[src/rtl/lsu_mem_stage.sv]
// Load/store memory stage: samples one ALU memory request, runs it on a req/gnt/rvalid
// data bus and returns extended load data. Optional misalignment trap: LSU_MISALIGN_TRAP_EN.
module lsu_mem_stage #(
  parameter int unsigned Xlen      = 32,
  parameter int unsigned AddrWidth = 32,
  parameter int unsigned RegAddrW  = 5,
  parameter int unsigned Timeout   = 255
) (
  input  logic                 clk,
  input  logic                 rst_n,
  input  logic                 mem_read,
  input  logic                 mem_write,
  input  logic [AddrWidth-1:0] mem_addr,
  input  logic [Xlen-1:0]      mem_data,
  input  logic [2:0]           mem_op_type,
  input  logic [RegAddrW-1:0]  mem_rd_addr,
  output logic                 stall,
  output logic                 dmem_req,
  output logic                 dmem_we,
  output logic [AddrWidth-1:0] dmem_addr,
  output logic [3:0]           dmem_be,
  output logic [Xlen-1:0]      dmem_wdata,
  input  logic                 dmem_gnt,
  input  logic                 dmem_rvalid,
  input  logic [Xlen-1:0]      dmem_rdata,
  output logic                 reg_dv,
  output logic [RegAddrW-1:0]  reg_addr,
  output logic [Xlen-1:0]      reg_data,
  output logic                 illegal,
  output logic                 misaligned,
  output logic                 bus_err
);

`ifdef LSU_MISALIGN_TRAP_EN
  localparam bit TrapEn = 1'b1;
`else
  localparam bit TrapEn = 1'b0;
`endif

  localparam int unsigned CntW = (Timeout > 1) ? $clog2(Timeout + 1) : 1;

  typedef enum logic [1:0] {StIdle, StReq, StWait} state_e;

  state_e              state_q;
  logic [CntW-1:0]     cnt_q;
  logic [2:0]          op_q;
  logic [1:0]          addr_lo_q;
  logic [RegAddrW-1:0] rd_q;

  logic            load_ok, store_ok, misalign, timeout_hit;
  logic [3:0]      st_be;
  logic [Xlen-1:0] st_wdata, ld_data;
  logic [7:0]      ld_byte;
  logic [15:0]     ld_half;

  always_comb begin
    load_ok  = mem_op_type inside {3'b000, 3'b001, 3'b010, 3'b100, 3'b101};
    store_ok = mem_op_type inside {3'b000, 3'b001, 3'b010};
    misalign = ((mem_op_type[1:0] == 2'b01) && mem_addr[0]) ||
               ((mem_op_type[1:0] == 2'b10) && (mem_addr[1:0] != 2'b00));

    case (mem_op_type[1:0])
      2'b00: begin
        st_be    = 4'b0001 << mem_addr[1:0];
        st_wdata = {4{mem_data[7:0]}};
      end
      2'b01: begin
        st_be    = mem_addr[1] ? 4'b1100 : 4'b0011;
        st_wdata = {2{mem_data[15:0]}};
      end
      default: begin
        st_be    = 4'b1111;
        st_wdata = mem_data;
      end
    endcase

    ld_byte = dmem_rdata[{addr_lo_q, 3'b000} +: 8];
    ld_half = dmem_rdata[{addr_lo_q[1], 4'b0000} +: 16];
    case (op_q)
      3'b000:  ld_data = {{(Xlen-8){ld_byte[7]}}, ld_byte};
      3'b001:  ld_data = {{(Xlen-16){ld_half[15]}}, ld_half};
      3'b100:  ld_data = {{(Xlen-8){1'b0}}, ld_byte};
      3'b101:  ld_data = {{(Xlen-16){1'b0}}, ld_half};
      default: ld_data = dmem_rdata;
    endcase

    // A zero Timeout never matches, so the wait is unbounded.
    timeout_hit = (Timeout != 0) && (cnt_q == CntW'(Timeout - 1));
  end

  always_ff @(posedge clk or negedge rst_n) begin
    if (!rst_n) begin
      state_q    <= StIdle;
      cnt_q      <= '0;
      op_q       <= '0;
      addr_lo_q  <= '0;
      rd_q       <= '0;
      stall      <= 1'b0;
      dmem_req   <= 1'b0;
      dmem_we    <= 1'b0;
      dmem_addr  <= '0;
      dmem_be    <= '0;
      dmem_wdata <= '0;
      reg_dv     <= 1'b0;
      reg_addr   <= '0;
      reg_data   <= '0;
      illegal    <= 1'b0;
      misaligned <= 1'b0;
      bus_err    <= 1'b0;
    end else begin
      reg_dv     <= 1'b0;
      illegal    <= 1'b0;
      misaligned <= 1'b0;
      bus_err    <= 1'b0;
      case (state_q)
        StIdle: begin
          if (mem_read || mem_write) begin
            // Write wins when both strobes are raised.
            if (mem_write ? !store_ok : !load_ok) begin
              illegal <= 1'b1;
            end else if (TrapEn && misalign) begin
              misaligned <= 1'b1;
            end else begin
              state_q    <= StReq;
              cnt_q      <= '0;
              stall      <= 1'b1;
              dmem_req   <= 1'b1;
              dmem_we    <= mem_write;
              dmem_addr  <= {mem_addr[AddrWidth-1:2], 2'b00};
              dmem_be    <= mem_write ? st_be : 4'b1111;
              dmem_wdata <= mem_write ? st_wdata : '0;
              op_q       <= mem_op_type;
              addr_lo_q  <= mem_addr[1:0];
              rd_q       <= mem_rd_addr;
            end
          end
        end
        StReq: begin
          if (dmem_gnt) begin
            dmem_req <= 1'b0;
            cnt_q    <= '0;
            if (dmem_we) begin
              state_q <= StIdle;
              stall   <= 1'b0;
            end else begin
              state_q <= StWait;
            end
          end else if (timeout_hit) begin
            bus_err  <= 1'b1;
            dmem_req <= 1'b0;
            state_q  <= StIdle;
            stall    <= 1'b0;
            cnt_q    <= '0;
          end else begin
            cnt_q <= cnt_q + 1'b1;
          end
        end
        StWait: begin
          if (dmem_rvalid) begin
            // x0 loads still hit the bus but never write back.
            if (rd_q != '0) begin
              reg_dv   <= 1'b1;
              reg_addr <= rd_q;
              reg_data <= ld_data;
            end
            state_q <= StIdle;
            stall   <= 1'b0;
            cnt_q   <= '0;
          end else if (timeout_hit) begin
            bus_err <= 1'b1;
            state_q <= StIdle;
            stall   <= 1'b0;
            cnt_q   <= '0;
          end else begin
            cnt_q <= cnt_q + 1'b1;
          end
        end
        default: state_q <= StIdle;
      endcase
    end
  end

endmodule

[config.mk]
export PLATFORM = sky130hd
export DESIGN_NAME = lsu_mem_stage
export DESIGN_NICKNAME = d
export VERILOG_FILES = /design/src/rtl/lsu_mem_stage.sv
export SDC_FILE = /design/constraint.sdc
export NUM_CORES = 1
export LEC_CHECK = 0
export ABC_AREA = 1
export BUFFER_PORTS_ARGS = -buffer_cell sky130_fd_sc_hd__buf_2
export CAP_MARGIN = 10
export CORE_MARGIN = 2
export CORE_UTILIZATION = 40
export CTS_CLUSTER_DIAMETER = 120
export CTS_CLUSTER_SIZE = 10
export DETAILED_ROUTE_END_ITERATION = 7
export PLACE_DENSITY = 0.66
export REMOVE_ABC_BUFFERS = 1
export SKIP_CTS_REPAIR_TIMING = 1
export SYNTH_ARGS = -nofsm -noshare
export SYNTH_HDL_FRONTEND = slang
export SYNTH_SLANG_ARGS = --single-unit
[constraint.sdc]
create_clock -name clk -period 2.8 [get_ports clk]
set_clock_uncertainty 0.1 [all_clocks]
set_input_delay 0 -clock clk [delete_from_list [all_inputs] [get_ports clk]]
set_output_delay 0 -clock clk [all_outputs]
set_load 0.05 [all_outputs]
Word level (Yosys, flattened, before mapping)

Cells that the tools add are included.

Register bits after elaboration: 129
Bits of input ports: 110
Output and inout port bits: 112
Logic and storage cells: 94

Add/sub/neg operators: 1
Eq/ne operators: 15
Shift-type cells: 3
Multiplexer cells: 40
Bitwise logic cells: 1
Reduce and logical (&&, ||, !) cells: 18

Operators with widths:

| operator              | number |
|---|---|
| $pmux W32 S4          | 1 |
| $pmux W32 S2          | 1 |
| $mux W8               | 5 |
| $mux W32              | 1 |
| $shiftx A32 B6 Y16    | 1 |
| $shiftx A32 B6 Y8     | 1 |
| $pmux W8 S3           | 1 |
| $mux W1               | 18 |
| $eq A3 B3 Y1 const B  | 4 |
| $mux W2               | 6 |
| $reduce_bool A5 Y1    | 2 |
| $reduce_and A3 Y1     | 3 |
| $add A8 B1 Y8 const B | 1 |
| $eq A8 B8 Y1 const B  | 1 |
| $mux W4               | 2 |
| $pmux W4 S2           | 1 |
| $reduce_and A4 Y1     | 2 |
| $eq A3 B1 Y1 const B  | 2 |
| $logic_not A3 Y1      | 2 |
| $ne A3 B3 Y1 const B  | 2 |
| $pmux W2 S3           | 1 |
| $reduce_bool A3 Y1    | 2 |
| $eq A2 B1 Y1 const B  | 2 |
| $logic_not A2 Y1      | 2 |
| 11 further kinds      | 14 |

Longest topological paths before layout

Depth in word-level cells: 7
Mapped depth: 9
Mapped depth without buffers: 8

Worst setup path before layout

Ideal clock, no wire load.

Path kind: register -> register
Start: register state_q[0]
End: register dmem_wdata[24]
Setup time: 0.127 ns
Arrival: 1.364 ns
Slack: 1.208 ns
Stages on the path, launching flop included: 10
Path buffers: 2
Clock period less this slack: 1.592 ns
Cells stage by stage: dfrtp_1 -> inv_1 -> ha_1 -> inv_1 -> nor2_1 -> nand2_2 -> buf_6 -> buf_4 -> nand2_1 -> o21ai_0

Word-level cells in the longest chain between the ends: 2

Ends and longest elaborated chain:

| element                            | line | text |
|---|---|---|
| from (decl)                        | 44   | `state_e state_q;` |
| from (signal assigned)             | 93   | `state_q <= StIdle;` |
| from (signal assigned)             | 124  | `state_q <= StReq;` |
| from (signal assigned)             | 143  | `state_q <= StIdle;` |
| $logic_not A2 Y1                   | 115  | `case (state_q)` |
| $reduce_and A3 Y1 (no source line) | --   |  |
| to (signal assigned)               | 131  | `dmem_wdata <= mem_write ? st_wdata : '0;` |
| to (decl)                          | 22   | `output logic [Xlen-1:0] dmem_wdata,` |

Every way passes these cells.
A chain may end at the register's enable or synchronous reset.

Worst setup path after layout

Start: register state_q[1]
End: register dmem_be[3]

Word-level cells in the longest chain between the ends: 2

Ends and longest elaborated chain:

| element                            | line | text |
|---|---|---|
| $logic_not A2 Y1                   | 115  |  |
| $reduce_and A3 Y1 (no source line) | --   |  |
| to (signal assigned)               | 130  | `dmem_be <= mem_write ? st_be : 4'b1111;` |
| to (decl)                          | 21   | `output logic [3:0] dmem_be,` |

Every way passes these cells.

==> results.py <==
metrics = {
    "drt": {
        "m1WireLength_um": 8330,
        "detailroute.via_count": 6510,
        "routed_wl_um": 19730,
        "route.met2.wl_um": 9441,
        "remaining_drc_errors": 0,
        "detailedRoute.firstPassIterationCount": 5,
        "initialDrtViolationCount": 379,
        "wire_per_inst_um": 14.46,
        "routed_via_density": 4.773,
        "detail-route-antenna-nets": 0,
        "topRoutingLayerUsed": "met4",
        "met3_wirelength_um": 1620,
    },
    "sta": {
        "actual_transition_at_the_worst_max_transition_pin_ns": 0.7013,
        "final_min_period_over_clock_period_pct": 90.22,
        "maxSlewViolCount": 0,
        "total_negative_setup_slack_ns": 0,
        "final-setup-viol-count": 0,
        "finalHoldWorstSlack_ns": -0.01192,
        "slew_headroom_pct": 53.25,
        "unrepaired_setup_endpoints_after_global_routing": "no",
        "maxClockFrequency_mhz": 395.9,
        "hold_viol": 1,
        "fin_crit_ns": 2.526,
    },
    "yosys": {
        "adder_cell_area_share_of_the_yosys_netlist_pct": 1.187,
        "synth_xor_xnor_area_share_pct": 0,
        "synthSimpleGateAreaFrac_pct": 27.56,
        "synth.ff_latch_count": 129,
        "post_synth_mux_area_share_pct": 0,
        "post_synth.cell_area_avg_sq_um": 7.770,
        "synth_cell_type_count": 35,
        "post_synth_edffs": 0,
        "yosys_most_used_dff": "sky130_fd_sc_hd__dfrtp_1",
        "synth.yosys.warnings": 0,
        "netlist_area_sq_um": 6325,
        "ys_async_sr_fraction_pct": 100.0,
        "synth_compound_gate_area_share_pct": 11.14,
        "post_synth_inst_count": 814,
        "synth-seq-area-share_pct": 51.04,
        "synth_top_family_by_area": "simple AND/OR/NAND/NOR gates",
    },
    "floorplan": {
        "die_height_um": 129.7,
        "start_util_pct": 41.30,
        "floorplan_die_area_sq_um": 16830,
        "floorplan.rows": 45,
        "core_region_area_sq_um": 15310,
        "ios": 222,
        "die_width_um": 129.7,
    },
    "power": {
        "portion_of_total_power_attributed_to_sequential_cells_pct": 28.5,
        "swShare_pct": 51.44,
        "net-switching-power_w": 0.005789,
        "p_per_area_nw_per_um2": 1211,
        "power_frac_clock_pct": 19.4,
        "pleak_nw": 5.056,
        "internal-power_w": 0.005465,
        "combinationalPowerShare_pct": 52.1,
        "vdd.ir_drop.worst_v": 0.0007772,
    },
    "final_layout": {
        "final_common_cell": "sky130_fd_sc_hd__nand2_1",
        "insertedDiodeCount": 0,
        "area.growth.synth_to_final_pct": 46.96,
        "commonest_cells_after_routing_fill_and_taps_aside": "sky130_fd_sc_hd__nand2_1 (275), sky130_fd_sc_hd__buf_2 (217), sky130_fd_sc_hd__dfrtp_1 (129), sky130_fd_sc_hd__dlygate4sd3_1 (120), sky130_fd_sc_hd__inv_1 (79)",
        "fraction_of_final_layout_cells_sized_beyond_drive_strength_1_pct": 25.07,
        "design.final.nets": 1256,
    },
    "grt": {
        "groute.usage.overall_pct": 21.66,
        "first_pass_grt_wire_length_um": 28360,
        "globalRouteOverflowTotal": 0,
        "vias_in_the_first_global_route": 5852,
        "grt_max_degree": 72,
        "grt_antenna_before_repair": 0,
    },
    "status": {
        "status": "finished, violations left",
        "violated_checks": "hold timing",
    },
    "clock_network": {
        "clock_path_buffers": 2,
        "cts_root_buffer": "sky130_fd_sc_hd__clkbuf_16",
        "tritoncts_clock_tree": "done",
        "clock-sinks": 129,
        "clock_latency_at_the_later_pin_of_the_worst_skew_pair_ns": 0.42,
        "path_clk_slew_ns": 0.06,
        "cts.htree.levels": 4,
        "inserted_clock_buffers": 17,
    },
    "worst_hold_path": {
        "min-delay-path-class": "in -> reg",
    },
    "worst_setup_path": {
        "worstSetupPathType": "reg -> reg",
        "cp.required_ns": 3.00,
        "crit_path_end_kind": "register",
        "crit_path_start_kind": "register",
        "critPathArrivalTime_ns": 2.73,
        "critical_path_peak_fanout": 52,
    },
    "placed_design": {
        "dp_hpwl_um": 12320,
        "routability_driven_placement_congestion_ratio": 0.8357,
        "place.port_buffers": 218,
    },
    "job": {
        "max_cap_violations": 0,
    },
}
-- synthesized netlist by cell type (2+ instances only) --
cell type,count,area (sq um)
sky130_fd_sc_hd__o21ai_1,41,205.2
sky130_fd_sc_hd__dfrtp_1,129,3228
sky130_fd_sc_hd__o221ai_1,8,70.07
sky130_fd_sc_hd__a21oi_1,30,150.1
sky130_fd_sc_hd__ha_1,6,75.07
sky130_fd_sc_hd__buf_6,5,56.30
sky130_fd_sc_hd__buf_2,15,75.07
sky130_fd_sc_hd__clkbuf_1,8,30.03
sky130_fd_sc_hd__or2_0,9,56.30
sky130_fd_sc_hd__nand3_2,3,30.03
sky130_fd_sc_hd__nand4_1,3,18.77
sky130_fd_sc_hd__nor3_1,5,25.02
sky130_fd_sc_hd__nand2_2,5,31.28
sky130_fd_sc_hd__nand2_1,275,1032
sky130_fd_sc_hd__o21ai_0,43,215.2
sky130_fd_sc_hd__inv_1,79,296.5
sky130_fd_sc_hd__o21ai_2,2,17.52
sky130_fd_sc_hd__nor2_1,77,289.0
sky130_fd_sc_hd__buf_4,11,82.58
sky130_fd_sc_hd__inv_2,4,15.01
sky130_fd_sc_hd__or2_2,14,87.58
sky130_fd_sc_hd__nand3_1,29,145.1
-- through the flow --
| stage | power (W) | instances | util (%) | setup WS (ns) | area, sq um |
|---|---|---|---|---|---|
| after global routing | 0.01192 | 1364 | 60.69 | 0.07501 | 9295 |
| after CTS | 0.01111 | 1244 | 52.85 | 0.5816 | 8094 |
| after global placement | 0.008838 | 1212 | 49.06 | 0.6755 | 7513 |
| final | 0.01125 | 1364 | 60.69 | 0.2739 | 9295 |
| after floorplan | 0.007358 | 775 | - | 0.1188 | 6080 |
| after detailed placement | 0.008890 | 1212 | 49.06 | 0.5977 | 7513 |
-- power groups by stage --
| stage | sequential [W] | combinational [W] | clock (W) |
|---|---|---|---|
| 3_5_place_dp | 0.00319 | 0.00569 | 0 |
| 3_3_place_gp | 0.00321 | 0.00563 | 0 |
| 4_1_cts | 0.00320 | 0.00569 | 0.00222 |
| 5_1_grt | 0.00330 | 0.00631 | 0.00231 |
| 2_1_floorplan | 0.00575 | 0.00161 | 0 |
| 6_report | 0.00321 | 0.00587 | 0.00218 |
-- final timing paths --
| kind | endpoint | slack, ns | from | cells after the start |
|---|---|---|---|---|
| setup / recovery | dmem_be[3]$_DFFE_PN0P_ | 0.27 | state_q[1]$_DFFE_PN0P_ | 9 |
| hold / removal | bus_err$_DFF_PN0_ | -0.01 | dmem_rvalid | 6 |
| setup reg to reg | dmem_be[3]$_DFFE_PN0P_ | 0.27 | state_q[1]$_DFFE_PN0P_ | 9 |
| hold reg to reg | reg_addr[0]$_DFFE_PN0P_ | 0.38 | reg_addr[0]$_DFFE_PN0P_ | 2 |
| max in group asynchronous | dmem_addr[21]$_DFFE_PN0P_ | 1.79 | rst_n | 3 |
| min in group asynchronous | reg_data[6]$_DFFE_PN0P_ | 0.05 | rst_n | 2 |
-- per-layer routing --
metal	global-route usage, %	vias to the layer above
li1	-	3203
met1	27.06	3015
met2	35.36	258
met3	7.749	34
met4	6.831	0
met5	0	-
-- cells by family (layout without fill, tap and decap cells) --
group,after synthesis,count (layout)
buffers and inverters,125,462
other,1,3
adder cells (fa/ha/maj),6,6
AND/OR/NAND/NOR,423,423
flip-flops,129,129
AO/OA/AOI/OAI,130,130
-- critical path, cell delays in order, from the launching register on --
cell and delay [ns]:
sky130_fd_sc_hd__dfrtp_1 0.41, sky130_fd_sc_hd__inv_1 0.11, sky130_fd_sc_hd__ha_1 0.20, sky130_fd_sc_hd__inv_1 0.08, sky130_fd_sc_hd__nor2_1 0.13, sky130_fd_sc_hd__nand2_2 0.09, sky130_fd_sc_hd__buf_4 0.30, sky130_fd_sc_hd__nor3_2 0.29
sky130_fd_sc_hd__a21oi_1 0.10, sky130_fd_sc_hd__dlygate4sd3_1 0.56
-- sequential cells by signal, summed over array words and instances (netlist names), 2 cells and up --
name	cells
addr_lo_q	2
reg_data	32
dmem_wdata	32
dmem_addr	30
state_q	2
reg_addr	5
dmem_be	4
cnt_q	8
rd_q	5
op_q	3
-- cell type report --
| type | count | area (sq um) |
|---|---|---|
| clock buffer | 19 | 442.9 |
| sequential | 129 | 3228 |
| inverter | 84 | 317.8 |
| clock inverter | 13 | 137.6 |
| multi-input combinational | 562 | 2534 |
| fill | 1377 | 6020 |
| tap | 211 | 264.0 |
| timing repair buffer | 346 | 2371 |
Power figures use the tool's default switching activity.
